[src/rtl/cal_field_counter.sv]
// -----------------------------------------------------------------------------
// cal_field_counter
//   Generic calendar-field counter (seconds, minutes, hours, days, months,
//   years). In run mode it advances on carry_in from the lower field and emits
//   a registered one-cycle carry_out when it wraps. In setup mode the user
//   steps it up or down with wrap-around. The upper limit is either the static
//   MAX_VAL or the dynamic dyn_max (e.g. days-in-month). Any value outside
//   [MIN_VAL, eff_max] is pulled back into range on the next edge.
//
//   Optional feature, enabled by defining CAL_FIELD_AUTO_REPEAT_EN:
//     tick is treated as a held button level. One step is issued on its rising
//     edge. After HOLD_CYC cycles, further steps follow every RPT_CYC cycles.
//   Without the macro, every cycle with tick high is exactly one step.
// -----------------------------------------------------------------------------
module cal_field_counter #(
    parameter int unsigned WIDTH     = 6,
    parameter int unsigned MIN_VAL   = 1,
    parameter int unsigned MAX_VAL   = 12,
    parameter int unsigned RESET_VAL = 1,
    parameter int unsigned HOLD_CYC  = 8,
    parameter int unsigned RPT_CYC   = 2
) (
    input  logic             clk,
    input  logic             rst,
    input  logic             display,
    input  logic             setup_sel,
    input  logic             tick,
    input  logic             inc_dec,
    input  logic             carry_in,
    input  logic             use_dyn_max,
    input  logic [WIDTH-1:0] dyn_max,
    output logic [WIDTH-1:0] value,
    output logic             carry_out
);

    localparam logic [WIDTH-1:0] MIN_V   = WIDTH'(MIN_VAL);
    localparam logic [WIDTH-1:0] MAX_V   = WIDTH'(MAX_VAL);
    localparam logic [WIDTH-1:0] RESET_V = WIDTH'(RESET_VAL);
    localparam logic [WIDTH-1:0] ONE_V   = WIDTH'(1);

    // Reject parameter sets that cannot describe a sensible field.
    if (HOLD_CYC == 0 || RPT_CYC == 0 || MIN_VAL > MAX_VAL) begin : g_bad_cfg
        $error("cal_field_counter: illegal parameter set");
    end

    // -------------------------------------------------------------------------
    // Value and carry state
    // -------------------------------------------------------------------------
    logic [WIDTH-1:0] value_q, value_d;
    logic             carry_out_q, carry_out_d;
    logic [WIDTH-1:0] eff_max;
    logic             above_max;
    logic             below_min;
    logic             step;     // one setup-mode step request this cycle

    assign eff_max   = use_dyn_max ? dyn_max : MAX_V;
    assign above_max = (value_q > eff_max);

    // With MIN_VAL == 0 nothing unsigned can sit below it, so no comparator.
    if (MIN_VAL == 0) begin : g_min_zero
        assign below_min = 1'b0;
    end else begin : g_min_nonzero
        assign below_min = (value_q < MIN_V);
    end

`ifdef CAL_FIELD_AUTO_REPEAT_EN
    // -------------------------------------------------------------------------
    // Auto-repeat for a held tick button
    // -------------------------------------------------------------------------
    localparam int unsigned CNT_MAX = (HOLD_CYC > RPT_CYC) ? HOLD_CYC : RPT_CYC;
    localparam int unsigned CNT_W   = $clog2(CNT_MAX) + 1;
    localparam logic [CNT_W-1:0] HOLD_LAST = CNT_W'(HOLD_CYC - 1);
    localparam logic [CNT_W-1:0] RPT_LAST  = CNT_W'(RPT_CYC - 1);
    localparam logic [CNT_W-1:0] CNT_ONE   = CNT_W'(1);

    typedef enum logic [1:0] {
        RPT_IDLE = 2'd0,   // button released or not editing this field
        RPT_HOLD = 2'd1,   // first step issued, waiting for the hold delay
        RPT_RUN  = 2'd2    // repeating every RPT_CYC cycles
    } rpt_state_t;

    rpt_state_t       state_q, state_d;
    logic [CNT_W-1:0] cnt_q, cnt_d;
    logic             tick_q, tick_d;

    // Next-state and step generation for the repeat FSM.
    always_comb begin
        // NOTE: every combinational output gets a default first so no path
        // leaves it unassigned and no latch is inferred.
        state_d = state_q;
        cnt_d   = cnt_q;
        tick_d  = tick;
        step    = 1'b0;

        if (!tick || !display || !setup_sel) begin
            // Releasing the button or leaving this field's edit cancels repeat.
            state_d = RPT_IDLE;
            cnt_d   = '0;
        end else begin
            unique case (state_q)
                RPT_IDLE: begin
                    if (!tick_q) begin
                        step    = 1'b1;
                        state_d = RPT_HOLD;
                        cnt_d   = '0;
                    end
                end
                RPT_HOLD: begin
                    if (cnt_q == HOLD_LAST) begin
                        step    = 1'b1;
                        state_d = RPT_RUN;
                        cnt_d   = '0;
                    end else begin
                        cnt_d = cnt_q + CNT_ONE;
                    end
                end
                RPT_RUN: begin
                    if (cnt_q == RPT_LAST) begin
                        step  = 1'b1;
                        cnt_d = '0;
                    end else begin
                        cnt_d = cnt_q + CNT_ONE;
                    end
                end
                default: begin
                    state_d = RPT_IDLE;
                    cnt_d   = '0;
                end
            endcase
        end
    end

    // Repeat FSM registers, tick edge detector.
    always_ff @(posedge clk or posedge rst) begin
        if (rst) begin
            state_q <= RPT_IDLE;
            cnt_q   <= '0;
            tick_q  <= 1'b0;
        end else begin
            state_q <= state_d;
            cnt_q   <= cnt_d;
            tick_q  <= tick_d;
        end
    end
`else
    // Pulse mode: each cycle with tick high is one step.
    always_comb begin
        step = tick;
    end
`endif

    // -------------------------------------------------------------------------
    // Next value: range fix, then run advance, then setup step, else hold
    // -------------------------------------------------------------------------
    // Compute next value and carry with the fixed priority order.
    always_comb begin
        value_d     = value_q;
        carry_out_d = 1'b0;

        if (above_max) begin
            // Limit dropped under us; clamp and drop this cycle's strobes.
            value_d = eff_max;
        end else if (below_min) begin
            value_d = MIN_V;
        end else if (!display) begin
            // Run mode: only carry_in matters.
            if (carry_in) begin
                if (value_q == eff_max) begin
                    value_d     = MIN_V;
                    carry_out_d = 1'b1;
                end else begin
                    value_d = value_q + ONE_V;
                end
            end
        end else if (setup_sel && step) begin
            // Setup mode: wrap in both directions, never a carry.
            if (inc_dec) begin
                value_d = (value_q == eff_max) ? MIN_V : (value_q + ONE_V);
            end else begin
                value_d = (value_q == MIN_V) ? eff_max : (value_q - ONE_V);
            end
        end
    end

    // Value and carry registers; reset asserts asynchronously.
    always_ff @(posedge clk or posedge rst) begin
        // NOTE: sequential state uses non-blocking assignments so every flop
        // samples pre-edge values regardless of statement order.
        if (rst) begin
            value_q     <= RESET_V;
            carry_out_q <= 1'b0;
        end else begin
            value_q     <= value_d;
            carry_out_q <= carry_out_d;
        end
    end

    assign value     = value_q;
    assign carry_out = carry_out_q;

endmodule

[config.mk]
export PLATFORM = sky130hd
export DESIGN_NAME = cal_field_counter
export DESIGN_NICKNAME = d
export VERILOG_FILES = /design/src/rtl/cal_field_counter.sv
export SDC_FILE = /design/constraint.sdc
export NUM_CORES = 1
export LEC_CHECK = 0
export ABC_AREA = 1
export ABC_CLOCK_PERIOD_IN_PS = 2130
export CAP_MARGIN = 20
export CORE_MARGIN = 1.5
export CORE_UTILIZATION = 50
export CTS_CLUSTER_SIZE = 20
export DETAILED_ROUTE_END_ITERATION = 8
export PLACE_DENSITY = 0.81
export SYNTH_ARGS = -nofsm -noshare
export SYNTH_HDL_FRONTEND = slang
export SYNTH_SLANG_ARGS = --single-unit
[constraint.sdc]
create_clock -name clk -period 2.13 [get_ports clk]
set_input_delay 0.213 -clock clk [delete_from_list [all_inputs] [get_ports clk]]
set_output_delay 0.213 -clock clk [all_outputs]
set_load 0.01 [all_outputs]
**After elaboration in Yosys (flattened, before gate mapping)**

Index checks and enable logic that the tools add are counted.

- Multiplexer cells: 14
- Equality and inequality tests: 3
- Divide/modulo/power cells: 0
- Bitwise operators: 0
- Add/subtract/negate cells: 2
- Reduce and logical (&&, ||, !) cells: 3
- Multipliers: 0
- $lt $le $gt $ge: 2
- Shift operators: 0

Operators with widths:

| cell | count |
|---|---|
| 2-to-1 mux 6 bit | 9 |
| adder 6 x 1 -> 6 bit (second input constant) | 1 |
| equality test 6 x 1 -> 1 bit (second input constant) | 1 |
| equality test 6 bit | 1 |
| > comparator 6 bit | 1 |
| < comparator 6 x 1 -> 1 bit (second input constant) | 1 |
| subtractor 6 x 1 -> 6 bit (second input constant) | 1 |
| 2-to-1 mux 1 bit | 5 |
| != test 4 x 1 -> 1 bit (second input constant) | 1 |
| nonzero test 4 bit | 1 |
| AND reduction 2 bit | 1 |
| logical AND 1 bit | 1 |

- Output and inout port bits: 7
- Register bits after elaboration: 7
- Memories: 0
- Input port bits: 14
- Bits in writable memories: 0
- Memory bits (read-only): 0
- Logic and storage cells: 26
- Bits in latches: 0

**Depth between registers and ports, before layout**

- Depth after elaboration: 8
- Mapped depth: 12

**Worst setup path after synthesis**

OpenSTA, ideal clock, no wires.

- Kind: reg-to-reg
- Start point: reg value_q[0], in the netlist value[0]
- End point: reg value_q[1], in the netlist value[1]
- Library setup time: 0.117 ns
- Buffers on the path: 0
- Data arrival time: 1.503 ns
- Data required time: 2.013 ns
- Setup slack: 0.510 ns
- Clock period less this slack: 1.620 ns
- Stages on the path, launching flop included: 9
- Cell sequence: dfstp_2 > inv_1 > ha_1 > nand2_1 > nand3b_4 > nand2_4 > nand2_4 > nand3_1 > nand2_1

- Word-level cells in the longest chain between the ends: 7

Ends and longest elaborated chain:

| what | RTL line | text |
|---|---|---|
| start: declaration | 49 | `logic [WIDTH-1:0] value_q, value_d;` |
| start signal: assignment | 193 | `value_q <= value_d;` |
| subtractor 6 x 1 -> 6 bit, or another cell as far along | 180 | `value_d = (value_q == MIN_V) ? eff_max : (value_q - ONE_V);` |
| 2-to-1 mux 6 bit (on tied branches) | 180, 168, 178 |  |
| 2-to-1 mux 6 bit | 177 | `if (inc_dec) begin` |
| 2-to-1 mux 6 bit | 175 | `end else if (setup_sel && step) begin` |
| 2-to-1 mux 6 bit | 165 | `end else if (!display) begin` |
| 2-to-1 mux 6 bit | 163 | `end else if (below_min) begin` |
| 2-to-1 mux 6 bit | 160 | `if (above_max) begin` |

Parallel ways exist; a longest one is shown, timed or not. The select of a mux whose other input is x is not followed.
A chain may end at the register's enable or synchronous reset.

**Worst setup path after layout**

- Start point: in use_dyn_max
- End point: reg value_q[2], in the netlist value[2]

- Word-level cells in the longest chain between the ends: 8

Ends and longest elaborated chain:

| what | RTL line | text |
|---|---|---|
| start: declaration | 30 | `input logic use_dyn_max,` |
| 2-to-1 mux 6 bit (*) | 56 | `assign eff_max = use_dyn_max ? dyn_max : MAX_V;` |
| equality test 6 bit | 168, 178 |  |
| 2-to-1 mux 6 bit | 168, 178 |  |
| 2-to-1 mux 6 bit | 177 |  |
| 2-to-1 mux 6 bit | 175 |  |
| 2-to-1 mux 6 bit | 165 |  |
| 2-to-1 mux 6 bit | 163 |  |
| 2-to-1 mux 6 bit | 160 |  |

Mark *: on every way between the ends. The rest lies on a longest branch, timed or not. The select of a mux whose other input is x is not followed.

==> results.md <==
Drt:
- The final routed wire length divided by cell count is around 12 um.
- Summed over all layers, the routed wires come to roughly 2500 um.
- The count of nets left with antenna violations once routing finished came out at 0.
- The detailed router finished its first iteration with 28 violations.
- The total number of vias is 1096.
- The via density per instance is 5.074.
- The count of unresolved DRC violations after routing is 0.
- The number of iterations in the first detailed-routing pass is 4.

STA:
- The max-slew violation total from the final report is 0.
- The highest clock frequency the design can meet is 534.4 MHz.
- Setup repair after global routing left no endpoint under its margin.
- The clock arrives with approximately 0.0027 ns of skew.
- The final count of hold timing violations is 0.
- The routed design could run at a clock period as short as about 1.9 ns.
- Across all hold checks on the routed design, the worst slack comes to 0.1887 ns.
- The transition time of the tightest slew-check pin is about 0.47 ns.
- The worst-case headroom to the max-slew limit is 0.6841.
- The count of endpoints failing setup in the final report is 0.
- The final worst-path cycle share is 0.8785.
- The total negative slack for setup checks is 0 ns.

Cells and area:
- The post-layout instance area is 1260 um2.
- The count of nets after finishing is ~210.
- The repair_antennas step left the layout with diodes totalling 0.
- For this run, the share of the core covered by cells in the final layout is 0.7067.
- The area growth from synthesis to final layout is 29.94%.
- The proportion of layout cells with a drive suffix above 1 is 0.1414.
- The library cells used most frequently in the layout, excluding fill and tap cells, are 65 x sky130_fd_sc_hd__nand2_1, 20 x sky130_fd_sc_hd__inv_1, 20 x sky130_fd_sc_hd__clkdlybuf4s50_1.
- Leaving out fill and tap cells, the most frequent cell in the layout is sky130_fd_sc_hd__nand2_1.

Critical path:
- At the worst endpoint, the arrival time is between 2 and 2.5 ns.
- Following the worst setup path forward leads to its endpoint at value[2].
- The startpoint type of the worst setup path is an input port.
- In this run the critical register-to-register path is launched from value[0].
- The critical-path cell with the highest stage delay is sky130_fd_sc_hd__clkdlybuf4s50_1.
- The depth of the worst register-to-register path is 9.
- The worst path required time is around 2.3 ns.
- The beginning of the critical path is use_dyn_max.
- The reg-to-reg setup timing slack is 0.33 ns.
- The reg-to-reg critical path endpoint is value[2].
- The critical path goes through clkdlybuf4s50_1 -> nand2_1 -> ha_1 -> nand2_1 -> a21oi_4 -> nand3b_4 -> nand2_4 -> nand2_4 -> inv_4 -> nand2_1 -> nand2_1.
- The stage delay of the slowest cell on the critical path is 0.54 ns.
- In this run the worst path has a maximum fanout of 9.
- The worst setup path is captured at a flop.
- Among the stages of the critical path, the cell type that occurs most often is sky130_fd_sc_hd__nand2_1.
- The critical path start-end classification is input port to flop.

Die:
- The area of the die is 2213 um2.
- The floorplan row count is 15.
- For this configuration, the core starts out at a cell density of 0.5439.
- The floorplan step defined a core boundary enclosing between 1500 and 2000 um2.
- In this run the horizontal extent of the chip is ~47 um.
- The vertical die dimension is 47.04 um.
- In this run the count of I/O pins placed on the die edge is 21.

Global routing:
- The initial antenna violation count is 0.
- For this run the aggregate overflow at the end of global routing stands at 0.
- The number of global-route vias before repair is 910.
- The maximum number of pins on one net before global-route repair is 12.
- The first global-routing pass estimated approximately 4100 um of wire.
- The overall routing resource usage is 0.2613.

Placement:
- The count of input and output buffers is 20.
- The detailed placement HPWL is around 2100 um.
- The area after detailed placement is 1234 um2.
- The congestion estimate from routability-driven global placement came to approximately 0.94.

Yosys:
- The cell area after technology mapping is 969.7 um2.
- In the synthesized netlist, the number of instances is roughly 160.
- The cell type with the largest total area after synthesis is sky130_fd_sc_hd__nand2_1.
- Of the synthesized area, sequential elements account for 0.1819.
- By area the synthesized netlist is led by sky130_fd_sc_hd__nand2_1 25%, sky130_fd_sc_hd__dfrtp_1 15%, sky130_fd_sc_hd__ha_1 9.0%, sky130_fd_sc_hd__nand3_1 8.3%, sky130_fd_sc_hd__inv_1 7.7%.
- The proportion of netlist area held by the largest area contributor is 0.2516.
- Counting flops and latches in the post-synthesis netlist gives 7.
- The average instance in the mapped netlist occupies roughly 5.9 um2.
- The synthesized design contains 0 enable-type register cells.
- The most used flip-flop cell after synthesis is sky130_fd_sc_hd__dfrtp_1.
- The number of unique standard cell types used by synthesis is 25.
- For this run, asynchronously set or reset flops after synthesis account for 1.000.
- The number of warning messages in the yosys log is 0.
- When the netlist entered floorplanning its net count stood at 184.

CTS:
- The CTS buffer count is 3.
- In this run the number of H-tree levels came out at 1.
- The number of buffers between clock root and the deepest sink is 2.
- The clock latency of the later-clocked register in the worst-skew pair is 0.25 ns.
- The number of gates resized after cts is 0.
- The post-cts hold buffer count is 0.
- The number of buffers inserted by post-CTS setup repair is 0.
- The clock-pin slew on the worst setup and hold paths is about 0.05 ns.
- TritonCTS built the clock tree.
- The number of sinks driven by the clock tree is 7.
- The clock root buffer is sky130_fd_sc_hd__clkbuf_4.

Power:
- The leakage component of the power is ~0.7 nW.
- The worst-case IR drop observed on VDD is approximately 0.70 mV.
- The power per cell area is 1312 nW/um2.
- The overall power is ~1.7 mW.

Hold path:
- The min-delay analysis places its worst path in the category input port to asynchronous set/reset pin.

Flow run:
- The total of max-cap violations is 0.

Run status:
- The run finished with clean final reports.
==> cells by family (layout without fill, tap and decap cells) <==
family,Yosys count,count (layout),share of synthesized area
fa+ha+maj,7,7,0.09032
flops,7,7,0.1819
xor+xnor,1,1,0.009034
simple gates,105,105,0.5045
buf+inv,27,55,0.1123
compound gates,16,16,0.1019
==> worst min-delay path by stage <==
stage / start / to / slack (ns)
6_report: rst / value[2] / 0.19
5_1_grt: rst / value[1] / 0.21
2_1_floorplan: rst / carry_out / 0.02
3_3_place_gp: rst / value[2] / 0.45
4_1_cts: rst / value[1] / 0.19
3_5_place_dp: rst / value[2] / 0.46
==> Yosys cell counts, types with 2 or more instances <==
master,instances
sky130_fd_sc_hd__nor2_2,3
sky130_fd_sc_hd__o21bai_1,2
sky130_fd_sc_hd__dfrtp_1,6
sky130_fd_sc_hd__inv_2,4
sky130_fd_sc_hd__nor2_4,2
sky130_fd_sc_hd__nand3_2,2
sky130_fd_sc_hd__a21oi_1,7
sky130_fd_sc_hd__nand2_4,2
sky130_fd_sc_hd__nand3_1,16
sky130_fd_sc_hd__nand2_1,65
sky130_fd_sc_hd__nor2_1,11
sky130_fd_sc_hd__o21ai_0,5
sky130_fd_sc_hd__ha_1,7
sky130_fd_sc_hd__inv_1,20
==> per-stage QoR <==
stage	worst slack, ns	cells
detailed placement	0.03393	212
global route	0.1273	216
finish	0.2589	216
floorplan	0.5100	163
global placement	0.07652	212
CTS	0.2680	216
==> layout make-up <==
| type | count | area, um2 |
|---|---|---|
| multi-input cells | 129 | 684.4 |
| fillers | 167 | 523.0 |
| repair buffers | 26 | 245.2 |
| flip-flops and latches | 7 | 176.4 |
| inverters | 25 | 96.34 |
| well taps | 25 | 31.28 |
| clock buffers | 4 | 26.28 |
==> worst max-delay path: cells and delay by family <==
kind                     cells  cell delay (ns)
AO/OA/AOI/OAI                1             0.17
adder cells (fa/ha/maj)      1             0.30
buffers and inverters        2             0.62
AND/OR/NAND/NOR              7             0.75
==> metal layers <==
layer	global-route usage	part of all wire	routed length, um
met2	0.4438	0.49	1241
met1	0.3533	0.45	1148
met4	0.01667	0.0067	17
met3	0.06154	0.047	120
met5	0	0	0
==> state kept, by name, summed over array words and instances (netlist names) <==
signal and cells:
carry_out 1, value 6
==> where the power goes <==
group / internal (mW) / switching, mW / total [mW]
Combinational: 0.492 / 0.683 / 1.17
Clock: 0.0716 / 0.0503 / 0.122
Sequential: 0.205 / 0.151 / 0.356
Note: power is estimated with default switching activity, not from simulation.
